## src/rtl/erasure_locator_buffer.sv

```systemverilog
// Erasure-locator generator and buffer: steps a GF(2^SYM_W) locator through one
// codeword, stores the locators of flagged symbols and serves them by index afterwards.
module erasure_locator_buffer #(
    parameter int          SYM_W     = 8,
    parameter int unsigned PRIM_POLY = 285,
    parameter int          N_SYM     = 255,
    parameter int unsigned INIT_LOC  = 142,
    parameter int          MAX_ERAS  = 32,
    parameter int          ADDR_W    = 5
) (
    input  logic              clock,
    input  logic              reset,
    input  logic              init_erase_reg,
    input  logic              new_data,
    input  logic              erase_flag,
    input  logic              send_erasure_positions,
    input  logic [ADDR_W-1:0] erasure_addr,
    output logic [SYM_W-1:0]  erase_position,
    output logic              loc_valid,
    output logic [SYM_W-1:0]  erasure_data,
    output logic              erasure_ready,
    output logic [ADDR_W:0]   erasure_count,
    output logic              erasure_overflow,
    output logic              codeword_done,
    output logic              busy
);

    localparam logic [SYM_W:0]   POLY     = PRIM_POLY[SYM_W:0];
    localparam logic [SYM_W-1:0] INIT     = INIT_LOC[SYM_W-1:0];
    localparam int               CNT_W    = $clog2(N_SYM + 1);
    localparam logic [CNT_W-1:0] LAST_SYM = CNT_W'(N_SYM - 1);
    localparam logic [ADDR_W:0]  FULL     = (ADDR_W + 1)'(MAX_ERAS);

    typedef enum logic [1:0] {
        IDLE    = 2'd0,
        COLLECT = 2'd1,
        DONE    = 2'd2
    } state_t;

    state_t            state_q;
    state_t            state_d;
    logic [SYM_W-1:0]  loc;
    logic [CNT_W-1:0]  sym_cnt;
    logic [SYM_W-1:0]  mem [MAX_ERAS];
    logic              accept;
    logic              last_sym;
    logic              count_full;
    logic              store;
    logic              read_req;
    logic              addr_hit;

    // Multiply by alpha^-1: fold the polynomial in when the lsb is set, then shift down.
    function automatic logic [SYM_W-1:0] step_down(input logic [SYM_W-1:0] v);
        logic [SYM_W:0] t;
        t = {1'b0, v};
        if (v[0]) begin
            t = t ^ POLY;
        end
        return t[SYM_W:1];
    endfunction

    assign accept     = (state_q == COLLECT) && new_data && !init_erase_reg;
    assign last_sym   = (sym_cnt == LAST_SYM);
    assign count_full = (erasure_count == FULL);
    assign store      = accept && erase_flag && !count_full;
    assign read_req   = (state_q == DONE) && send_erasure_positions && !init_erase_reg;
    assign addr_hit   = ({1'b0, erasure_addr} < erasure_count);
    assign busy       = (state_q == COLLECT);

    always_ff @(posedge clock) begin
        if (!reset) begin
            state_q <= IDLE;
        end else begin
            state_q <= state_d;
        end
    end

    always_comb begin
        state_d = state_q;
        if (init_erase_reg) begin
            state_d = COLLECT;
        end else begin
            case (state_q)
                IDLE:    state_d = IDLE;
                COLLECT: if (new_data && last_sym) state_d = DONE;
                DONE:    state_d = DONE;
                default: state_d = IDLE;
            endcase
        end
    end

    always_ff @(posedge clock) begin
        if (!reset) begin
            loc              <= INIT;
            sym_cnt          <= '0;
            erasure_count    <= '0;
            erasure_overflow <= 1'b0;
            erase_position   <= '0;
            loc_valid        <= 1'b0;
            codeword_done    <= 1'b0;
            erasure_ready    <= 1'b0;
            erasure_data     <= '0;
        end else begin
            loc_valid     <= 1'b0;
            codeword_done <= 1'b0;
            erasure_ready <= 1'b0;
            erasure_data  <= '0;
            if (init_erase_reg) begin
                loc              <= INIT;
                sym_cnt          <= '0;
                erasure_count    <= '0;
                erasure_overflow <= 1'b0;
                erase_position   <= '0;
            end else if (accept) begin
                loc_valid      <= 1'b1;
                erase_position <= erase_flag ? loc : '0;
                loc            <= step_down(loc);
                sym_cnt        <= sym_cnt + 1'b1;
                codeword_done  <= last_sym;
                if (erase_flag) begin
                    if (count_full) begin
                        erasure_overflow <= 1'b1;
                    end else begin
                        erasure_count <= erasure_count + 1'b1;
                    end
                end
            end else if (read_req) begin
                erasure_ready <= 1'b1;
                erasure_data  <= addr_hit ? mem[erasure_addr] : '0;
            end
        end
    end

    // Storage is left unreset; stale entries stay invisible because reads are gated by the count.
    always_ff @(posedge clock) begin
        if (reset && store) begin
            mem[erasure_count[ADDR_W-1:0]] <= loc;
        end
    end

endmodule
```

## config.mk

```make
export PLATFORM = sky130hd
export DESIGN_NAME = erasure_locator_buffer
export DESIGN_NICKNAME = d
export VERILOG_FILES = /design/src/rtl/erasure_locator_buffer.sv
export SDC_FILE = /design/constraint.sdc
export NUM_CORES = 1
export LEC_CHECK = 0
export ABC_AREA = 1
export ABC_CLOCK_PERIOD_IN_PS = 2180
export BUFFER_PORTS_ARGS = -buffer_cell sky130_fd_sc_hd__buf_2
export CAP_MARGIN = 20
export CORE_MARGIN = 2
export CORE_UTILIZATION = 60
export CTS_CLUSTER_DIAMETER = 80
export CTS_CLUSTER_SIZE = 25
export DETAILED_ROUTE_END_ITERATION = 8
export PLACE_DENSITY = 0.77
export SETUP_SLACK_MARGIN = 0.2
export SLEW_MARGIN = 20
export SYNTH_ARGS = -nofsm -noshare
export SYNTH_HDL_FRONTEND = slang
export SYNTH_SLANG_ARGS = --single-unit
```

## constraint.sdc

```tcl
create_clock -name clock -period 2.18 [get_ports clock]
set_input_delay 0.109 -clock clock [delete_from_list [all_inputs] [get_ports clock]]
set_output_delay 0.109 -clock clock [all_outputs]
set_load 0.02 [all_outputs]
```

Word-level counts from Yosys, hierarchy flattened
Memories as Yosys holds them, arrays and structs flattened. A register that Yosys moved wholly into a read port is not among the register bits. Cells that the tools add are included.

Add/subtract/negate cells: 2. $lt $le $gt $ge: 1. Equal/unequal tests: 6. Muxes and demuxes: 9. Bitwise logic cells: 6. Reductions and logical operators: 16.

Operator list (count): $mux 9 (1); $add 8x1->8 const B (1); $eq 8x8->1 const B (1); $logic_and 1x1->1 (8); $mux 8 (1); $add 6x1->6 const B (1); $eq 6x6->1 const B (1); $lt 5x6->1 (1); $reduce_and 3->1 (2); $reduce_or 3->1 (2); $mux 1 (5); $not 1->1 (5); $not 4->5 (1); $reduce_or 5->1 (1); $pmux 2 s2 (1); $ne 3x2->1 const B (1); $eq 2x1->1 const B (1); $eq 2x2->1 const B (1); $logic_not 1->1 (2); $mux 2 (1); $ne 2x1->1 const B (1); $reduce_or 2->1 (1).

Bits in registers: 36. Bits in writable memories: 256. Bits of input ports: 11. Logic and storage cells: 51. Memories: 1.

Memory list: mem (depth 32, width 8, read ports 1, clocked after memory_dff 1, wr ports 1, RTL line 44) `logic [SYM_W-1:0] mem [MAX_ERAS];`.

Depth between registers and ports, before layout
Depth in word-level cells: 8. Gate-level depth with buffers: 11.

Worst setup path before layout
OpenSTA, ideal clock, no wires.

Kind: reg-to-reg. Start point: reg state_q[1]. End point: mem mem[31][0] (enable). Setup time: 0.370 ns. Data arrival time: 1.811 ns. Data required time: 1.810 ns. Setup slack: -0.002 ns. Cell stages (with the launch flop): 11. Path buffers: 0. Clock period less this slack: 2.182 ns. Cells stage by stage: dfxtp_1 inv_1 ha_1 nand3_2 nor2_4 o21ai_4 inv_2 nand2_2 nor2_1 nand2_1 nor2_1.

Longest elaborated chain between the ends: 8.

Ends and longest elaborated chain: start, declared (RTL line 40) `state_t state_q;`; start signal, assigned (RTL line 74) `state_q <= state_d;`; $eq 2x1->1; net busy (RTL line 25) `output logic busy`; $logic_and 1x1->1 (2 in series) (RTL line 62) `assign accept = (state_q == COLLECT) && new_data && !init_erase_reg;`; $logic_and 1x1->1 (2 in series) (RTL line 65) `assign store = accept && erase_flag && !count_full;`; $logic_and 1x1->1 (RTL line 136) `if (reset && store) begin`; $mux 1 (RTL line 136); $mux 1 (not written as such) (RTL line 137) `mem[erasure_count[ADDR_W-1:0]] <= loc;`; end, declared (RTL line 44).

The timed path passes the listed nets, and every way through them passes these cells.

Final worst setup path
Start point: reg state_q[1]. End point: mem mem[17][6] (enable).

Longest elaborated chain between the ends: 8.

Ends and longest elaborated chain (RTL line): $eq 2x1->1 (62); $logic_and 1x1->1 (2 in series) (62); $logic_and 1x1->1 (2 in series) (65); $logic_and 1x1->1 (136); $mux 1 (136); $mux 1 (not written as such) (137).

Every way passes these cells.

==> reports/results.tsv <==
metric	value	unit
outcome	complete, no violations	
Setup violations, final	0	
total die area	0.0223	mm²
Total Wirelength	28900	µm
multi-input logic area	0.00363	mm²
Leak	5.35	nW
Post-synth EDFFs	256	
Slew @ Worst Pin	0.731	ns
register area	0.00857	mm²
setup TNS after final layout	0	ns
DRC	0	
Slowest cell on crit path	dfxtp_1	
Root Buffer	clkbuf_16	
most frequent CP cell	nor2_4	
Clock Skews	0.0175	ns
Avg WL per Cell	18.8	µm
die extent in y	149	µm
Netlist Area Pre-Place	0.0127	mm²
Inserted Diodes	0	
total gr overflow	0	
unrepaired setup endpoints after global routing	false	
global-route wire length before repair	44800	µm
register area share after synthesis	67.6	%
Num CTS Buffers	15	
1st-pass router iterations	5	
final hold violations	0	
PwrDens	694	mW/mm²
cells along the critical path	inv_2, ha_4, nand3_2, nor2_4, o21ai_4, nor2_4, nand2_2, buf_6, nor2_4	
layout net count	1279	
vias in the first global route	8282	
die width	149	µm
WHS	0.0263	ns
CP max stage delay	0.34	ns
Num Clock Sinks	300	
Via density	5.63	
CTS clk-pin slew, worst paths	0.09	ns
Port Buffers	37	
Clock Latency Late Sink	0.50	ns
post-synth cell types	33	
CP max FO	8	
DP HPWL	18300	µm
Min Clock Period, post-route	1.89	ns
ratio of cells with drive above 1 in the final layout	11.6	%
ys flop type	edfxtp_1	
Hold Path Origin	new_data	
Layout area overhead	10.1	%
critical path class	reg -> reg	
Hold Path Class	in -> reg	
Via Count	8666	
RePlAce Congestion	0.890	
synthesized area per cell	10.4	µm²
Initial Utilization	60.6	%
row cnt	53	
crit path capture type	register	
Yosys Warn Count	0	
I/O pin cnt	38	
Max Slew Vio Count	0	
initial antenna violation count	0	
largest net degree at the start of global routing	121	
ANT nets after route	0	
global-route usage over all layers	26.5	%
Syn Nets	1247	
WP data arrival	2.07	ns
Syn Inst Count	1224	
Req. time, crit path	2.36	ns
fillcell total	1572	
worst rel slew slack	51.2	%
drt first-iter violations	844	
CP startpoint	state_q[1]$_SDFFE_PP0P_	
Synth Register Bits	300	
Startpoint Class	register	
CTS H-Tree Depth	1	
Max VDD drop	593	µV
Final Cycle Share	86.8	%
CTS tree	yes	
Core ar.	0.0209	mm²
MaxCap Viol Count	0	
FF-to-FF Start	state_q[1]$_SDFFE_PP0P_	
FMAX	0.529	GHz
clk buf depth	3	
Async SR Flop Fraction	0	%
==> through the flow <==
step	cell area [µm²]	util [%]	setup slack, ns	power, mW	cells
after floorplan	12900	-	0.145	6.66	1224
after global placement	13400	64.3	0.143	6.81	1508
after detailed placement	13400	64.3	0.0973	6.82	1508
after CTS	13900	66.7	0.219	9.71	1539
after global routing	14000	66.8	0.201	9.96	1539
final	14000	66.8	0.289	9.68	1539
==> logic make-up after synthesis <==
group                      after synthesis  share of synthesized area [%]
adders and majority gates               12                           1.19
AOI/OAI and AO/OA                       94                           3.98
xor gates and xnor gates                 3                          0.207
buffers and inverters                  176                           5.88
and+or+nand+nor                        639                           21.1
DFF                                    300                           67.6
==> cells in the mapped netlist (2+ instances only) <==
cell type	number	area, µm²
buf_2	32	160
nand2_2	2	12.5
o21ai_0	55	275
dfxtp_1	44	881
xnor2_1	3	26.3
nand2_1	342	1280
buf_4	6	45.0
nor2_4	4	45.0
a22o_1	2	17.5
buf_1	4	15.0
edfxtp_1	256	7690
nand3_2	2	20.0
o211ai_1	5	37.5
a21oi_1	29	145
inv_1	110	413
nand3_1	144	721
inv_2	8	30.0
clkbuf_1	14	52.6
ha_1	12	150
nor2_1	137	514
==> final timing paths <==
| kind | end | slack (ns) | depth (start not counted) |
|---|---|---|---|
| worst max-delay path | mem[17][6]$_DFFE_PP_ | 0.29 | 9 |
| worst min-delay path | state_q[1]$_SDFFE_PP0P_ | 0.03 | 4 |
| worst max register to register | mem[17][6]$_DFFE_PP_ | 0.29 | 9 |
| worst min register to register | erase_position[2]$_SDFFE_PP0P_ | 0.47 | 2 |
==> layout by cell type (no fill, tap or decap), types with 2 or more instances in the layout <==
cell type / n
edfxtp_1: 256
nand3_1: 144
dlygate4sd3_1: 4
buf_12: 5
inv_2: 8
inv_1: 109
nand2_1: 337
nor2_1: 105
nand3_2: 2
o21ai_0: 55
o211ai_1: 5
buf_4: 25
a22o_1: 2
a21oi_1: 29
nand2_2: 6
dfxtp_1: 43
ha_1: 10
clkbuf_1: 10
xnor2_1: 3
nor2_4: 36
clkbuf_16: 15
buf_2: 36
==> area by class of cell <==
cell class,count,area share (%)
Clock buffer,25,2.96
Inverter,119,3.31
Multi-Input combinational cell,748,26.0
Sequential cell,300,61.4
Tap cell,275,2.47
Timing Repair Buffer,72,3.83
==> state kept, by name (all words and copies together) (netlist names) <==
signal            count
erasure_count         6
loc                   8
erase_position        8
erasure_data          8
mem                 256
sym_cnt               8
loc_valid             1
erasure_ready         1
codeword_done         1
erasure_overflow      1
state_q               2
==> report_power, final <==
group / switching (mW) / internal, mW
Clock: 1.66 / 1.31
Sequential: 0.00803 / 6.15
Combinational: 0.386 / 0.164
==> metal layers <==
layer | up-vias | GRT usage [%] | wire length (µm)
met3 | 71 | 3.06 | 2450
met5 | - | 0 | 0
met2 | 408 | 42.6 | 13300
li1 | 4122 | - | -
met1 | 4065 | 38.5 | 12300
met4 | 0 | 8.29 | 807
==> critical path, delay by kind of cell, from the launching register on <==
family	cells	cell delay [ns]
AND/OR/NAND/NOR	5	0.72
flip-flops	1	0.34
buffers and inverters	2	0.26
adder cells (fa/ha/maj)	1	0.16
AO/OA/AOI/OAI	1	0.09
==> what timing repair did <==
| item | CTS | global route |
|---|---|---|
| endpoints found under the hold margin | 4 | 0 |
| buffers inserted | 2 | 0 |
| setup endpoints to repair | 74 | 236 |
| hold buffers | 4 | 0 |
| pin swaps | 5 | 5 |
| resized for setup | 8 | 5 |
(Power assumes the default switching activity.)
